$ cat src/rtl/scs8hd_rrarb2_1_if.sv
// scs8hd_rrarb2_1_if
// Request/grant bundle for the two-requester round-robin arbiter.
//   A, B    : requests, driven by the requesters (master side)
//   GA, GB  : one-hot registered grants, driven by the arbiter (slave side)
//   X       : GA | GB, registered resource-busy flag
interface scs8hd_rrarb2_1_if;
    logic A;
    logic B;
    logic GA;
    logic GB;
    logic X;

    modport master (output A, output B, input GA, input GB, input X);
    modport slave  (input A, input B, output GA, output GB, output X);
endinterface

$ cat src/rtl/scs8hd_rrarb2_1.sv
// scs8hd_rrarb2_1
// Two-requester round-robin arbiter. Besides returning the merged request as
// X (any grant active), it resolves ownership of the shared resource and
// returns one-hot registered grants.
// Ports:
//   CLK     : rising-edge clock
//   RESETB  : asynchronous active-low reset
//   bus     : slave side of scs8hd_rrarb2_1_if (A, B in; GA, GB, X out)
//   vpwr, vgnd, vpb, vnb : supply pins, only with SC_USE_PG_PIN
// Parameter:
//   MAX_HOLD : max consecutive grant cycles while the other side waits,
//              0 = unlimited, legal 0..255
//
// state | meaning
// IDLE  | no grant, resource free
// GNT_A | requester A owns the resource
// GNT_B | requester B owns the resource
module scs8hd_rrarb2_1 #(
    parameter int unsigned MAX_HOLD = 4
) (
    input logic CLK,
    input logic RESETB,
`ifdef SC_USE_PG_PIN
    input logic vpwr,
    input logic vgnd,
    input logic vpb,
    input logic vnb,
`endif
    scs8hd_rrarb2_1_if.slave bus
);

    typedef enum logic [1:0] {
        IDLE  = 2'd0,
        GNT_A = 2'd1,
        GNT_B = 2'd2
    } state_t;

    // Compare value that ends a grant run under contention.
    localparam logic [7:0] HOLD_LAST = (MAX_HOLD == 0) ? 8'd0 : 8'(MAX_HOLD - 1);
    localparam logic       HOLD_EN   = (MAX_HOLD != 0);

    state_t     state;
    state_t     nxt;
    logic       pri;      // 0 = A favoured on simultaneous requests
    logic [7:0] cnt;
    logic       ga_q;
    logic       gb_q;
    logic       x_q;
    logic       expired;

    assign expired = HOLD_EN && (cnt == HOLD_LAST);

    always_comb begin
        nxt = state;
        case (state)
            IDLE: begin
                if (bus.A && bus.B)
                    nxt = pri ? GNT_B : GNT_A;
                else if (bus.A)
                    nxt = GNT_A;
                else if (bus.B)
                    nxt = GNT_B;
                else
                    nxt = IDLE;
            end
            GNT_A: begin
                if (!bus.A && bus.B)
                    nxt = GNT_B;
                else if (!bus.A)
                    nxt = IDLE;
                else if (bus.B && expired)
                    nxt = GNT_B;
                else
                    nxt = GNT_A;
            end
            GNT_B: begin
                if (!bus.B && bus.A)
                    nxt = GNT_A;
                else if (!bus.B)
                    nxt = IDLE;
                else if (bus.A && expired)
                    nxt = GNT_A;
                else
                    nxt = GNT_B;
            end
            default: nxt = IDLE;
        endcase
    end

    always_ff @(posedge CLK or negedge RESETB) begin
        if (!RESETB) begin
            state <= IDLE;
            pri   <= 1'b0;
            cnt   <= 8'd0;
            ga_q  <= 1'b0;
            gb_q  <= 1'b0;
            x_q   <= 1'b0;
        end else begin
            state <= nxt;
            ga_q  <= (nxt == GNT_A);
            gb_q  <= (nxt == GNT_B);
            x_q   <= (nxt != IDLE);
            if (nxt == IDLE) begin
                cnt <= 8'd0;
            end else if (nxt != state) begin
                // new grant: restart the run and favour the other side next
                cnt <= 8'd0;
                pri <= (nxt == GNT_A);
            end else if (cnt != 8'hFF) begin
                cnt <= cnt + 8'd1;
            end
        end
    end

`ifdef SC_USE_PG_PIN
    // vpb/vnb are body ties; only the rails gate the outputs.
    logic pwr_ok;
    assign pwr_ok = (vpwr === 1'b1) && (vgnd === 1'b0);
    assign bus.GA = pwr_ok ? ga_q : 1'bx;
    assign bus.GB = pwr_ok ? gb_q : 1'bx;
    assign bus.X  = pwr_ok ? x_q  : 1'bx;
`else
    assign bus.GA = ga_q;
    assign bus.GB = gb_q;
    assign bus.X  = x_q;
`endif

endmodule

$ cat src/flat_wrapper.sv
// flat-port wrapper written by rule: the top's interface ports become plain ports
module scs8hd_rrarb2_1_flat 
#(
    parameter int unsigned MAX_HOLD = 4
)
  (CLK, RESETB, bus_A, bus_B, bus_GA, bus_GB, bus_X);
  scs8hd_rrarb2_1_if bus_i ();
  input logic CLK;
  input logic RESETB;
  input wire logic [$bits(bus_i.A)-1:0] bus_A;
  input wire logic [$bits(bus_i.B)-1:0] bus_B;
  output wire logic [$bits(bus_i.GA)-1:0] bus_GA;
  output wire logic [$bits(bus_i.GB)-1:0] bus_GB;
  output wire logic [$bits(bus_i.X)-1:0] bus_X;
  assign bus_i.A = bus_A;
  assign bus_i.B = bus_B;
  assign bus_GA = bus_i.GA;
  assign bus_GB = bus_i.GB;
  assign bus_X = bus_i.X;
  scs8hd_rrarb2_1 #(.MAX_HOLD(MAX_HOLD)) u_core (.CLK(CLK), .RESETB(RESETB), .bus(bus_i));
endmodule
$ cat config.mk
export PLATFORM = sky130hd
export DESIGN_NAME = scs8hd_rrarb2_1_flat
export DESIGN_NICKNAME = d
export VERILOG_FILES = /design/src/rtl/scs8hd_rrarb2_1_if.sv /design/src/rtl/scs8hd_rrarb2_1.sv /design/src/flat_wrapper.sv
export SDC_FILE = /design/constraint.sdc
export NUM_CORES = 1
export LEC_CHECK = 0
export CORE_MARGIN = 3
export CORE_UTILIZATION = 35
export DETAILED_ROUTE_END_ITERATION = 7
export GPL_TIMING_DRIVEN = 0
export PLACE_DENSITY = 0.62
export SKIP_LAST_GASP = 1
export SYNTH_ARGS = -nofsm -noshare
export SYNTH_HDL_FRONTEND = slang
export SYNTH_SLANG_ARGS = --single-unit
$ cat constraint.sdc
create_clock -name CLK -period 2.3 [get_ports CLK]
set_input_delay 0.46 -clock CLK [delete_from_list [all_inputs] [get_ports CLK]]
set_output_delay 0.46 -clock CLK [all_outputs]
set_load 0.02 [all_outputs]
==> flow_metrics.py <==
metrics = {
    "logic_synthesis": {
        "synth_register_bits": 14,
        "synth-seq-area-share_pct": 42.4,
        "ys_warn_count": 0,
        "synthMostInstantiatedCell": "dfrtp_1",
        "synth_cell_type_count": 33,
        "synth_top_cells_by_area": "dfrtp_1 42%, o2111a_1 5.5%, a211oi_1 3.6%, a221oi_1 3.2%, nand3_1 3.0%",
        "synthesis.area_per_instance_um2": 10.2,
        "synthesis.nets": 86,
        "syn-instance-count": 81,
        "synth_edf_count": 0,
        "top_cells_by_count_synth": "14 x dfrtp_1, 5 x nand2_1, 5 x nand3_1, 5 x nor2_1",
        "postSynth.asyncResetShare_pct": 100,
        "synth_area_um2": 826,
        "synth-main-ff-cell": "dfrtp_1",
        "yosys.area.top_type": "dfrtp_1",
        "synth_top_area_share_pct": 42.4,
    },
    "timing": {
        "setup_tns_ns": 0,
        "fin_crit_sh_pct": 76.2,
        "rsz0062_at_grt": "false",
        "tightest_slew_ns": 0.636,
        "finalSetupViolCount": 0,
        "final_period_minus_worst_setup_slack_ns": 1.75,
        "report.final.slew_viol_count": 0,
        "hold_viol": 0,
        "max_slew_margin_vs_limit_pct": 57.5,
        "final.setup_skew_ns": 0.000725,
        "maxClockFrequency_mhz": 571,
    },
    "clocking": {
        "hold_buffers": 0,
        "cts_max_level": 1,
        "clock_tree_from_tritoncts": "done",
        "root_buffer_selected_by_cts": "clkbuf_4",
        "postCtsSetupRepairBufs": 0,
        "cts_made_buffers": 3,
        "postCtsResizedCells": 0,
        "cts.sinks": 14,
        "clkLatencyLatePin_ns": 0.28,
        "cts.clk_slew.worst_paths_ns": 0.08,
        "cts-root-to-sink-buffers": 2,
    },
    "setup_path": {
        "timing.critical_path.arrival_ns": 1.94,
        "critPathSlowestCell": "a311o_2",
        "critPathCaptureType": "flop",
        "worst_r2r_startpoint": "u_core.cnt[0]",
        "path_class": "reg2reg",
        "worstSetupStartpoint": "u_core.cnt[0]",
        "rr_endpoint": "u_core.cnt[2]",
        "crit_path_cell_trace": "ha_1, nor4b_4, a311o_2, a221oi_1",
        "slowest_delay_ns": 0.46,
        "reg2reg_slack_ns": 0.55,
        "reg2regPathDepth": 4,
        "critPathLaunchType": "flop",
        "cp.required_ns": 2.48,
        "crit_fanout": 8,
    },
    "detailed_routing": {
        "drt_pre_antenna_iters": 4,
        "routed_wl_mm": 1.70,
        "via_count": 700,
        "vias_per_cell": 5.98,
        "drc": 0,
        "routedWlPerCell_um": 14.6,
        "detail_route.iter0.violations": 22,
        "antenna_left": 0,
    },
    "layout": {
        "nets": 96,
        "antenna_cells": 0,
        "syn_to_final_growth_pct": 14.5,
        "post_route_cells_drive_above_1_share_pct": 18.9,
        "finish.cell_count_without_fillers": 117,
    },
    "hold_path": {
        "worstHoldPathCells": 2,
        "min-delay-start": "bus_B",
        "hold_path_end": "u_core.bus.GB",
        "timing.hold.worst.class": "in2reg",
    },
    "grt": {
        "aggregate_global_route_resource_usage_pct": 13.6,
        "first_global_vias": 626,
        "grt_start_max_net_pins": 15,
        "grt-ovfl-total": 0,
        "global_route_wire_length_before_repair_mm": 2.85,
        "grt_antenna_before_repair": 0,
    },
    "placed_design": {
        "post-dp-hpwl_mm": 1.18,
        "place_congestion": 0.783,
        "buffer_ports.inserted": 5,
        "placed_cells_incl_taps": 113,
    },
    "floorplan": {
        "initial_core_util_pct": 39.3,
        "floorplan.core_area_um2": 2100,
        "die_h_um": 54.6,
        "die_width_um": 54.6,
        "pin_count": 7,
        "fp.dieArea_um2": 2980,
        "rows": 16,
    },
    "outcome": {
        "status": "finished, final reports clean",
    },
    "power": {
        "vdd.ir_drop.worst_v": 0.000419,
        "power.leakage_nw": 0.364,
        "powerDensity_nw_per_um2": 631,
    },
    "job": {
        "max_cap_viol_count": 0,
    },
}
[placed cells by master (no fill, tap or decap), types with 4 or more instances in the layout]
cell type / count
dfrtp_1: 14
nand2_1: 5
o2111a_1: 4
nand3_1: 5
clkdlybuf4s50_1: 5
nor2_1: 5
a211oi_1: 4
[routing by layer]
metal	routed length [µm]	global-route usage, %	vias up
li1	-	-	342
met1	799	17.8	341
met3	79	4.90	4
met5	0	0	-
met4	34	4.98	0
met2	790	20.3	13
[worst max-delay path by stage]
stage,endpoint,slack [ns]
floorplan,u_core.cnt[2],0.71
global placement,u_core.cnt[5],0.35
detailed placement,u_core.cnt[2],0.32
CTS,u_core.cnt[2],0.55
global route,u_core.cnt[2],0.42
finish,u_core.cnt[2],0.55
[through the flow]
stage               worst slack (ns)  cell area (µm²)  total power [mW]  hold WS [ns]  utilization, %
global placement               0.348              910             0.420         0.579            43.3
global route                   0.418              946             0.635         0.503            45.0
floorplan                      0.710              826             0.380         0.164               -
finish                         0.548              946             0.596         0.498            45.0
CTS                            0.545              946             0.603         0.498            45.0
detailed placement             0.316              910             0.425         0.580            43.3
[power breakdown]
group	internal (mW)	switching [mW]	total, mW
Combinational	0.0607	0.0697	0.130
Clock	0.0963	0.0808	0.177
Sequential	0.269	0.0198	0.289
Total	0.426	0.170	0.596
[cells by family after synthesis]
kind of cell | synth area share [%]
simple gates | 27.4
compound gates | 26.4
buf+inv | 2.27
fa+ha+maj | 1.51
flops | 42.4
[sequential cells by signal, indices dropped and copies added, names as in the netlist]
name and count:
u_core.bus.GA 1, u_core.bus.GB 1, u_core.bus.X 1, u_core.cnt 8
u_core.pri 1, u_core.state 2
[area by class of cell]
class,count,area [µm²]
sequential,14,350
buffer,4,18.8
clock buffer,4,36.3
multi-input combinational,63,457
timing repair buffer,5,50.0
tap,27,33.8
fill,203,1160
[worst max-delay path, delay by kind of cell, from the launching register on]
kind                     cells  cell delay, ns
AND/OR/NAND/NOR              1            0.18
AO/OA/AOI/OAI                2            0.76
flip-flops                   1            0.43
adder cells (fa/ha/maj)      1            0.28
Power figures use the tool's default switching activity.
